===== config.mk =====
export PLATFORM = sky130hd
export DESIGN_NAME = fetch_sequencer
export DESIGN_NICKNAME = d
export VERILOG_FILES = /design/src/rtl/fetch_sequencer.sv
export SDC_FILE = /design/constraint.sdc
export NUM_CORES = 1
export LEC_CHECK = 0
export ABC_AREA = 1
export BUFFER_PORTS_ARGS = -buffer_cell sky130_fd_sc_hd__buf_4
export CAP_MARGIN = 20
export CORE_MARGIN = 3
export CORE_UTILIZATION = 39
export DETAILED_ROUTE_END_ITERATION = 8
export MAX_ROUTING_LAYER = met4
export PLACE_DENSITY = 0.84
export REMOVE_ABC_BUFFERS = 1
export SYNTH_ARGS = -nofsm -noshare
export SYNTH_HDL_FRONTEND = slang
export SYNTH_SLANG_ARGS = --single-unit

===== constraint.sdc =====
create_clock -name clk -period 1.1 [get_ports clk]
set_input_delay 0.055 -clock clk [delete_from_list [all_inputs] [get_ports clk]]
set_output_delay 0.055 -clock clk [all_outputs]
set_load 0.005 [all_outputs]

===== src/rtl/fetch_sequencer.sv =====
// Fetch/decode/indirect timing sequencer for the basic computer: drives PC/AR/IR
// commands, bus select and memory read, and hands off to the execute unit.
module fetch_sequencer #(
  parameter int AW = 12,
  parameter int DW = 16
) (
  input  logic          clk,
  input  logic          rst_n,
  input  logic          start,
  input  logic          resume,
  input  logic          halt,
  input  logic [DW-1:0] ir_in,
  input  logic          exec_done,
  output logic          pc_load,
  output logic          pc_inc,
  output logic          pc_clr,
  output logic          ar_load,
  output logic          ar_inc,
  output logic          ar_clr,
  output logic          ir_load,
  output logic          mem_read,
  output logic [2:0]    bus_sel,
  output logic [3:0]    sc,
  output logic          exec_start,
  output logic [2:0]    opcode,
  output logic          indirect,
  output logic          running
);

  typedef enum logic [2:0] {
    S_IDLE, S_INIT, S_T0, S_T1, S_T2, S_T3, S_EXEC
  } state_t;

  localparam logic [2:0] BUS_NONE = 3'd0;
  localparam logic [2:0] BUS_PC   = 3'd2;
  localparam logic [2:0] BUS_IR   = 3'd5;
  localparam logic [2:0] BUS_MEM  = 3'd7;

  state_t     state_reg, state_next;
  logic [3:0] sc_reg, sc_next;
  logic       halt_pending_reg, halt_pending_next;
  logic [2:0] opcode_reg, opcode_next;
  logic       indirect_reg, indirect_next;

  // The address field is carried by IR but consumed by AR, not by the sequencer.
  logic unused_addr;
  assign unused_addr = ^ir_in[AW-1:0];

  always_ff @(posedge clk or negedge rst_n) begin
    if (!rst_n) begin
      state_reg        <= S_IDLE;
      sc_reg           <= 4'd0;
      halt_pending_reg <= 1'b0;
      opcode_reg       <= 3'd0;
      indirect_reg     <= 1'b0;
    end else begin
      state_reg        <= state_next;
      sc_reg           <= sc_next;
      halt_pending_reg <= halt_pending_next;
      opcode_reg       <= opcode_next;
      indirect_reg     <= indirect_next;
    end
  end

  always_comb begin
    state_next        = state_reg;
    sc_next           = sc_reg;
    halt_pending_next = halt_pending_reg | ((state_reg != S_IDLE) & halt);
    opcode_next       = opcode_reg;
    indirect_next     = indirect_reg;
    case (state_reg)
      S_IDLE: begin
        sc_next           = 4'd0;
        halt_pending_next = 1'b0;
        if (start) begin
          // start together with halt runs exactly one instruction
          halt_pending_next = halt;
          state_next        = resume ? S_T0 : S_INIT;
        end
      end
      S_INIT: begin
        state_next = S_T0;
        sc_next    = 4'd0;
      end
      S_T0: begin
        state_next = S_T1;
        sc_next    = 4'd1;
      end
      S_T1: begin
        state_next = S_T2;
        sc_next    = 4'd2;
      end
      S_T2: begin
        state_next    = S_T3;
        sc_next       = 4'd3;
        opcode_next   = ir_in[DW-2:DW-4];
        indirect_next = ir_in[DW-1];
      end
      S_T3: begin
        state_next = S_EXEC;
        sc_next    = 4'd4;
      end
      S_EXEC: begin
        if (exec_done) begin
          sc_next = 4'd0;
          if (halt_pending_next) begin
            state_next        = S_IDLE;
            halt_pending_next = 1'b0;
          end else begin
            state_next = S_T0;
          end
        end else if (sc_reg != 4'd15) begin
          sc_next = sc_reg + 4'd1;
        end
      end
      default: begin
        state_next = S_IDLE;
        sc_next    = 4'd0;
      end
    endcase
  end

  // Moore command decode; sc stays at 4 only in the first EXEC cycle.
  always_comb begin
    pc_load    = 1'b0;
    pc_inc     = 1'b0;
    pc_clr     = 1'b0;
    ar_load    = 1'b0;
    ar_inc     = 1'b0;
    ar_clr     = 1'b0;
    ir_load    = 1'b0;
    mem_read   = 1'b0;
    bus_sel    = BUS_NONE;
    exec_start = 1'b0;
    running    = (state_reg != S_IDLE);
    case (state_reg)
      S_INIT: begin
        pc_clr = 1'b1;
        ar_clr = 1'b1;
      end
      S_T0: begin
        bus_sel = BUS_PC;
        ar_load = 1'b1;
      end
      S_T1: begin
        mem_read = 1'b1;
        bus_sel  = BUS_MEM;
        ir_load  = 1'b1;
        pc_inc   = 1'b1;
      end
      S_T2: begin
        bus_sel = BUS_IR;
        ar_load = 1'b1;
      end
      S_T3: begin
        // opcode 7 uses the I bit as an instruction-class flag, not indirection
        if (indirect_reg && opcode_reg != 3'b111) begin
          mem_read = 1'b1;
          bus_sel  = BUS_MEM;
          ar_load  = 1'b1;
        end
      end
      S_EXEC: exec_start = (sc_reg == 4'd4);
      default: ;
    endcase
  end

  assign sc       = sc_reg;
  assign opcode   = opcode_reg;
  assign indirect = indirect_reg;

endmodule

==> flow_summary.ini, run 1 <==
[status]
status = finished, violations left
violations = setup timing

[floorplanning]
start_util_pct = 43.3
core.rowCount = 15
die_area_mm2 = 0.00257
fp.dieW_um = 50.7
die_height_um = 50.7
core-area_mm2 = 0.00180
pin_count = 43

[route]
routed_wl_um = 2710
wire_per_inst_um = 15.2
first_pass_iters = 4
remaining_drc_errors = 0
first_iter_violations = 38
route.vias.total = 896
ant_nets = 0
viasPerCell = 5.03

[clock_tree]
h-tree-depth = 1
cts_tree = done
insertion_delay_ns = 0.27
root_buffer = clkbuf_4
clk_pin_slew_worst_paths_ns = 0.08
clockBufferDepth = 2
clock_sink_count = 12
cts_buffers = 3

[finish]
nFillCells = 124
largest_reg_flops = 4
final_cells = 178
drive_gt1_share_pct = 64.1
nets = 179
stdcell_area_mm2 = 0.00143
synthToLayoutAreaGrowth_pct = 83.5
n_antenna_cell = 0

[place]
placed_area_mm2 = 0.00106
placedCellCount = 161
portBuffers = 28
gp_congestion = 0.845
pre_cts_slack_ns = -0.104
post-dp-hpwl_um = 1610

[setup_path]
r2r_slack_ns = -0.22
reg2reg_depth = 9
worstPathArrival_ns = 1.33
crit_fanout = 4
critPathLaunchType = flip-flop
crit_type = flip-flop to output port
worstPathRequired_ns = 1.04
cp-end-kind = output port

[sta]
skew_ns = 0.0106
finalHoldViolations = 0
finalSetupViolations = 23
fin_crit_ns = 1.38
grt_setup_unrepaired = yes
finalCritPeriodShare_pct = 126
finalWorstSetupSlack_ns = -0.283
max_freq_mhz = 723
finalMaxSlewViolations = 0

[flow_run]
cap_violations = 0

[yosys]
yosys-top-cells-area = dfrtp_1 (38%), nand2_1 (12%), nand3_1 (7.7%)
synthDistinctLibCells = 18
syn_avg_cell_area_um2 = 7.65
yosysTopAreaCellShare_pct = 38.5
syn_area_um2 = 781
synth_top_area_cell = dfrtp_1
synth-seq-cells = 12
synth_seq_area_share_pct = 38.5
synthCells = 102
yosysWarnings = 0

[global_routing]
grt_max_degree = 13
grt_pass1_vias = 882
antenna_found_initial = 0
grt_first_pass_wirelength_um = 3640
gr-total-overflow = 0
track_usage_pct = 19.1

[power_and_ir_drop]
p_leak_nw = 0.785
total_power_mw = 3.93
pwr_density_cell_mw_per_mm2 = 2740
ir_drop_uv = 1930

[hold_path]
holdPathStages = 2
worstHoldPathType = input pin to flip-flop
==> cell type report <==
class / count / area, um^2 / area share, %
Multi-Input combinational cell: 70 / 536 / 37.4
Tap cell: 25 / 31.3 / 2.18
Inverter: 16 / 70.1 / 4.89
Clock buffer: 3 / 22.5 / 1.57
Sequential cell: 12 / 304 / 21.2
Timing Repair Buffer: 52 / 469 / 32.8
==> stage by stage <==
step | hold WS (ns) | setup TNS [ns] | utilization (%)
floorplan | -0.241 | 0 | -
global placement | -0.0996 | -0.267 | 59.0
detailed placement | -0.0952 | -0.965 | 59.0
CTS | 0.0103 | -4.18 | 68.7
global route | 0.0183 | -5.47 | 79.5
finish | 0.00763 | -4.25 | 79.5
==> layout by cell type, fill, tap and decap left out, types with 4 or more instances in the layout <==
cell type and n:
buf_4 33, buf_6 17, nand2_1 15, inv_1 9, dfrtp_1 9, nand2_2 8
nor2_4 7, nand3_1 6, nor2_1 6, nand3_2 4, nand2_4 4, inv_2 4
==> cell families (layout without fill, tap and decap cells) <==
family / after synthesis / count (layout) / share of synthesized area (%)
flops: 12 / 12 / 38.5
fa+ha+maj: 2 / 2 / 3.20
compound gates: 4 / 4 / 3.37
simple gates: 58 / 58 / 36.2
buf+inv: 21 / 71 / 12.5
mux: 4 / 4 / 5.77
other cells: 1 / 2 / 0.480
==> layer usage <==
metal	part of all wire, %	GRT usage (%)
met3	4.5	2.37
met2	54	35.4
met1	40	20.6
met5	0	-
met4	2.0	6.73
==> power by group <==
group          internal (mW)  switching, mW  total, mW  leakage [nW]
logic                   1.50           1.28       2.78         0.625
registers              0.642          0.240      0.882         0.146
clock network          0.127          0.143      0.270        0.0138
==> timing repair <==
item / in CTS / in global routing
hold endpoints to repair: 12 / 0
endpoints found under the setup margin: 21 / 23
pin swaps: 9 / 8
buffers inserted: 6 / 9
hold buffers: 1 / 0
resized for setup: 28 / 42
==> critical path: stages (launching register included) <==
cell	delay, ns
dfrtp_2	0.45
inv_4	0.09
nand2_4	0.06
nor2_4	0.12
nand3_4	0.13
nand3_2	0.11
buf_6	0.09
==> cell usage after synthesis (all sizes together) <==
| library cell | number |
|---|---|
| ha | 2 |
| inv | 16 |
| o21a | 1 |
| conb | 1 |
| buf | 5 |
| nand4 | 3 |
| mux2 | 4 |
| nand2 | 27 |
| nor2 | 15 |
| dfrtp | 12 |
| o21ai | 3 |
| nand3 | 13 |
==> final timing paths <==
kind                                     startpoint                  endpoint
min in group asynchronous                     rst_n         sc[1]$_DFFE_PN0P_
setup / recovery           state_reg[1]$_DFFE_PN0P_                bus_sel[1]
max in group asynchronous                     rst_n  state_reg[1]$_DFFE_PN0P_
hold / removal                            ir_in[15]      indirect$_DFFE_PN0P_
setup reg to reg           state_reg[2]$_DFFE_PN0P_  state_reg[1]$_DFFE_PN0P_
hold reg to reg               opcode[0]$_DFFE_PN0P_     opcode[0]$_DFFE_PN0P_
Power figures use the tool's default switching activity.
==> run 2: changes to the inputs <==
HOLD_SLACK_MARGIN = 0.15   (was unset)
clock period = 1.2 ns   (was 1.1 ns; I/O delays follow)
==> run 2 against run 1 <==
- the run still ends with setup timing left
- sequential share of layout area shrank 0.17 points
- final cell count grew 2.2%
- wire length grew 23%
- total power shrank 8.1%
- critical endpoint is now bus_sel[2]
- largest cell class unchanged
- largest power group unchanged
- highest routed layer unchanged
==> flow_summary.ini, run 2 (synthesis gave the netlist of run 1 again) <==
[setup_path]
crit_path_top_delay_cell = dfrtp_2
worstPathArrival_ns = 1.39
critPathLaunchType = flip-flop
cp-end-kind = output port
crit_buf_inv = 3
worstPathCellList = buf_6, nand3_4, nand2_2, inv_2, nand2_2, buf_4
worstPathRequired_ns = 1.14
crit_type = flip-flop to output port
cp_top_family = flip-flops
crit_cells = 6
crit_fanout = 5
max_stage_delay_ns = 0.49
cp_common_cell = nand2_2
reg2reg_depth = 6

[route]
first_iter_violations = 62
route.vias.total = 986
wire_per_inst_um = 18.3
remaining_drc_errors = 0
first_pass_iters = 4
viasPerCell = 5.42
routed_wl_um = 3340
ant_nets = 0

[status]
status = finished, violations left
violations = setup timing

[finish]
n_antenna_cell = 0
final_common_cell = buf_4
largest_reg_flops = 4
drive_gt1_share_pct = 56.7
final_cells = 182
final_cell_mix = buf_4 (35), nand2_1 (19), dlygate4sd3_1 (11)
nFillCells = 102
stdcell_area_mm2 = 0.00145
synthToLayoutAreaGrowth_pct = 85.7
nets = 182

[hold_path]
worstHoldPathType = input pin to flip-flop
holdPathStages = 3

[sta]
grt_setup_unrepaired = yes
finalWorstSetupSlack_ns = -0.247
final.setup.tns_ns = -2.98
fin_crit_ns = 1.45
finalCritPeriodShare_pct = 121
max_freq_mhz = 691
skew_ns = 0.00133
finalSetupViolations = 21
finalMaxSlewViolations = 0
finalHoldViolations = 0

[global_routing]
track_usage_pct = 24.0
grt_first_pass_wirelength_um = 4290
antenna_found_initial = 0
grt_pass1_vias = 910
gr-total-overflow = 0
grt_max_degree = 8

[clock_tree]
h-tree-depth = 1
clk_pin_slew_worst_paths_ns = 0.09
cts_tree = done
cts_buffers = 3
clock_sink_count = 12
root_buffer = clkbuf_4
clockBufferDepth = 2
insertion_delay_ns = 0.29

[floorplanning]
start_util_pct = 43.3
die_height_um = 50.7
fp.dieW_um = 50.7
die_area_mm2 = 0.00257
pin_count = 43
core.rowCount = 15
core-area_mm2 = 0.00180

[power_and_ir_drop]
ir_drop_uv = 1760
p_leak_nw = 0.769
pwr_density_cell_mw_per_mm2 = 2490

[place]
placedCellCount = 151
gp_congestion = 0.829
portBuffers = 28
pre_cts_slack_ns = -0.0163
post-dp-hpwl_um = 1480
placed_area_um2 = 988

[flow_run]
cap_violations = 0
## run 2: area by class of cell
cell class                 count  area [um^2]  area share [%]
multi-input combinational     70          527            36.3
sequential                    12          305            21.1
timing repair buffer          55          483            33.3
clock buffer                   4         36.3            2.50
inverter                      16         67.6            4.66
tap                           25         31.3            2.16
## run 2: final timing paths
kind                                           from                  endpoint  slack (ns)
max                        state_reg[0]$_DFFE_PN0P_                bus_sel[2]       -0.25
min                                       ir_in[14]     opcode[2]$_DFFE_PN0P_        0.54
max reg2reg                state_reg[0]$_DFFE_PN0P_         sc[0]$_DFFE_PN0P_       -0.16
min reg2reg                   opcode[1]$_DFFE_PN0P_     opcode[1]$_DFFE_PN0P_        0.58
max in group asynchronous                     rst_n  state_reg[2]$_DFFE_PN0P_        0.15
min in group asynchronous                     rst_n  state_reg[0]$_DFFE_PN0P_        0.72
## run 2: per-layer routing
metal | global-route usage, % | part of all wire [%] | vias to the layer above | routed length, um
met3 | 6.23 | 8.5 | 23 | 284
met4 | 16.6 | 5.2 | 0 | 173
met5 | - | 0 | - | 0
met2 | 39.6 | 50 | 75 | 1670
li1 | - | - | 428 | -
met1 | 24.8 | 36 | 460 | 1210
## run 2: worst register-to-register path, stage by stage, from the launching register on
cell	delay (ns)
dfrtp_2	0.49
nor2_2	0.22
nand2_4	0.10
nor2_8	0.17
nand3_4	0.11
nand2_1	0.11
nand2_1	0.06
## run 2: power breakdown
group	internal (mW)	switching (mW)	leakage [nW]
logic	1.21	1.21	0.604
registers	0.590	0.234	0.144
clock network	0.185	0.178	0.0210
total	1.99	1.62	0.769
## run 2: stage by stage
stage	utilization, %	power (mW)	hold slack (ns)
after floorplan	-	1.46	-0.236
after global placement	54.9	2.04	-0.0948
after detailed placement	54.9	2.10	-0.0927
after CTS	73.3	2.98	0.557
after global routing	80.5	3.79	0.559
final	80.5	3.61	0.543
## run 2: what timing repair did
item | CTS | global route
pin swaps | 6 | 4
buffers inserted | 10 | 9
endpoints found under the setup margin | 14 | 23
resized for setup | 30 | 30
endpoints found under the hold margin | 22 | 0
hold buffers | 11 | 0
==> run 3: changes to the inputs <==
CORE_MARGIN = 2   (was 3)
SETUP_SLACK_MARGIN = 0.02   (was unset)
==> run 3 against run 2 <==
- the flow still finishes with violations (setup timing)
- worst hold slack worse by 0.41 ns
- non-clock buffer count is 6 lower
- first-iteration DRC count decreased by 84%
- flip-flop and latch count unchanged
- clock power down 3%
- critical path depth unchanged
- register-to-register slack better by 0.05 ns
- wire length down 25%
- global-route usage down 4.7 points
==> flow_summary.ini, run 3 (synthesis gave the netlist of run 1 again) <==
[hold_path]
worstHoldPathType = input pin to async pin

[floorplanning]
core-area_mm2 = 0.00192
die_area_mm2 = 0.00238
die_height_um = 48.7
pin_count = 43
start_util_pct = 40.6
fp.dieW_um = 48.7
core.rowCount = 16

[route]
first_iter_violations = 10
first_pass_iters = 4
route.vias.total = 886
routed_wl_um = 2490
wire_per_inst_um = 14.0
viasPerCell = 4.98
ant_nets = 0
remaining_drc_errors = 0

[finish]
n_antenna_cell = 0
largest_reg_flops = 4
nets = 176
drive_gt1_share_pct = 53.6
stdcell_area_mm2 = 0.00136
utilization_pct = 70.7
synthToLayoutAreaGrowth_pct = 74.0
final_common_cell = buf_4
final_cell_mix = buf_4 (34), nand2_1 (18), inv_1 (9), dfrtp_1 (9), dlygate4sd3_1 (9)

[sta]
finalCritPeriodShare_pct = 120
finalWorstSetupSlack_ns = -0.242
max_freq_mhz = 694
skew_ns = 0.00565
grt_setup_unrepaired = yes
finalSetupViolations = 18
finalHoldViolations = 0
fin_crit_ns = 1.44
finalMaxSlewViolations = 0

[place]
portBuffers = 28
placed_area_um2 = 991
gp_congestion = 0.849
post-dp-hpwl_um = 1380

[setup_path]
r2r_slack_ns = -0.11
rr_endpoint = sc[0]$_DFFE_PN0P_
crit_buf_inv = 2
critPathLaunchType = flip-flop
crit_path_top_delay_cell = dfrtp_2
worstPathCellList = inv_2, nand2_4, nor2_4, nand3_4, nand3_2, buf_6
crit_fanout = 5
worstPathArrival_ns = 1.38
crit_type = flip-flop to output port
cp-end-kind = output port
max_stage_delay_ns = 0.48
timing.rr.start = state_reg[1]$_DFFE_PN0P_
reg2reg_depth = 7
cp_top_family = flip-flops
worstPathRequired_ns = 1.14

[power_and_ir_drop]
comb_power_share_pct = 63.8
pwr_density_cell_mw_per_mm2 = 2390
pwr-share-clk_pct = 10.8
total_power_mw = 3.25
pwr-share-seq_pct = 25.4
p_leak_nw = 0.736
intPower_mw = 1.88
power.switching_mw = 1.37
swShare_pct = 42.3
ir_drop_uv = 1540

[status]
status = finished, violations left
violations = setup timing

[clock_tree]
insertion_delay_ns = 0.30
h-tree-depth = 1
clk_pin_slew_worst_paths_ns = 0.09
root_buffer = clkbuf_4
cts_tree = done
cts_buffers = 3
clockBufferDepth = 2
clock_sink_count = 12

[flow_run]
cap_violations = 0

[global_routing]
grt_max_degree = 13
antenna_found_initial = 0
grt_pass1_vias = 836
gr-total-overflow = 0
grt_first_pass_wirelength_um = 3500
track_usage_pct = 19.2
-- run 3: how the worst max path moves through the flow --
stage,startpoint,to,cells after the start
global placement,state_reg[1]$_DFFE_PN0P_,sc[1]$_DFFE_PN0P_,7
global route,state_reg[1]$_DFFE_PN0P_,bus_sel[1],6
CTS,state_reg[1]$_DFFE_PN0P_,bus_sel[0],6
floorplan,state_reg[1]$_DFFE_PN0P_,indirect$_DFFE_PN0P_,3
finish,state_reg[1]$_DFFE_PN0P_,bus_sel[1],6
detailed placement,state_reg[1]$_DFFE_PN0P_,sc[0]$_DFFE_PN0P_,7
-- run 3: power by group through the flow --
stage / sequential, mW / clock (mW) / combinational, mW
finish: 0.825 / 0.352 / 2.08
global route: 0.848 / 0.355 / 2.25
CTS: 0.815 / 0.338 / 1.68
detailed placement: 0.764 / 0 / 1.31
global placement: 0.752 / 0 / 1.28
floorplan: 0.736 / 0 / 0.727
-- run 3: per-stage QoR --
stage / TNS, ns / hold slack (ns) / setup WS [ns] / instances
after floorplan: 0 / -0.236 / 0.103 / 98
after global placement: 0 / -0.0897 / 0.0380 / 153
after detailed placement: -0.0665 / -0.0893 / -0.0254 / 153
after CTS: -1.49 / 0.154 / -0.192 / 172
after global routing: -3.29 / 0.159 / -0.287 / 178
final: -2.45 / 0.138 / -0.242 / 178
-- run 3: area by class of cell --
cell class	instances	area, um^2
inverter	16	65.1
tap	27	33.8
timing repair buffer	49	430
clock buffer	4	36.3
multi-input combinational	70	489
fill	145	563
sequential	12	304
-- run 3: what timing repair did --
action / in CTS / in global routing
setup endpoints to repair: 18 / 19
endpoints found under the hold margin: 22 / 0
hold buffers: 9 / 0
gates resized for setup: 24 / 16
buffers inserted: 6 / 8
pin swaps: 3 / 5
-- run 3: metal layers --
| metal | global-route usage (%) | routed length [um] | vias up |
|---|---|---|---|
| met2 | 34.0 | 1280 | 34 |
| met5 | - | 0 | - |
| met4 | 9.52 | 85 | 0 |
| li1 | - | - | 412 |
| met3 | 2.16 | 129 | 13 |
| met1 | 21.4 | 997 | 427 |
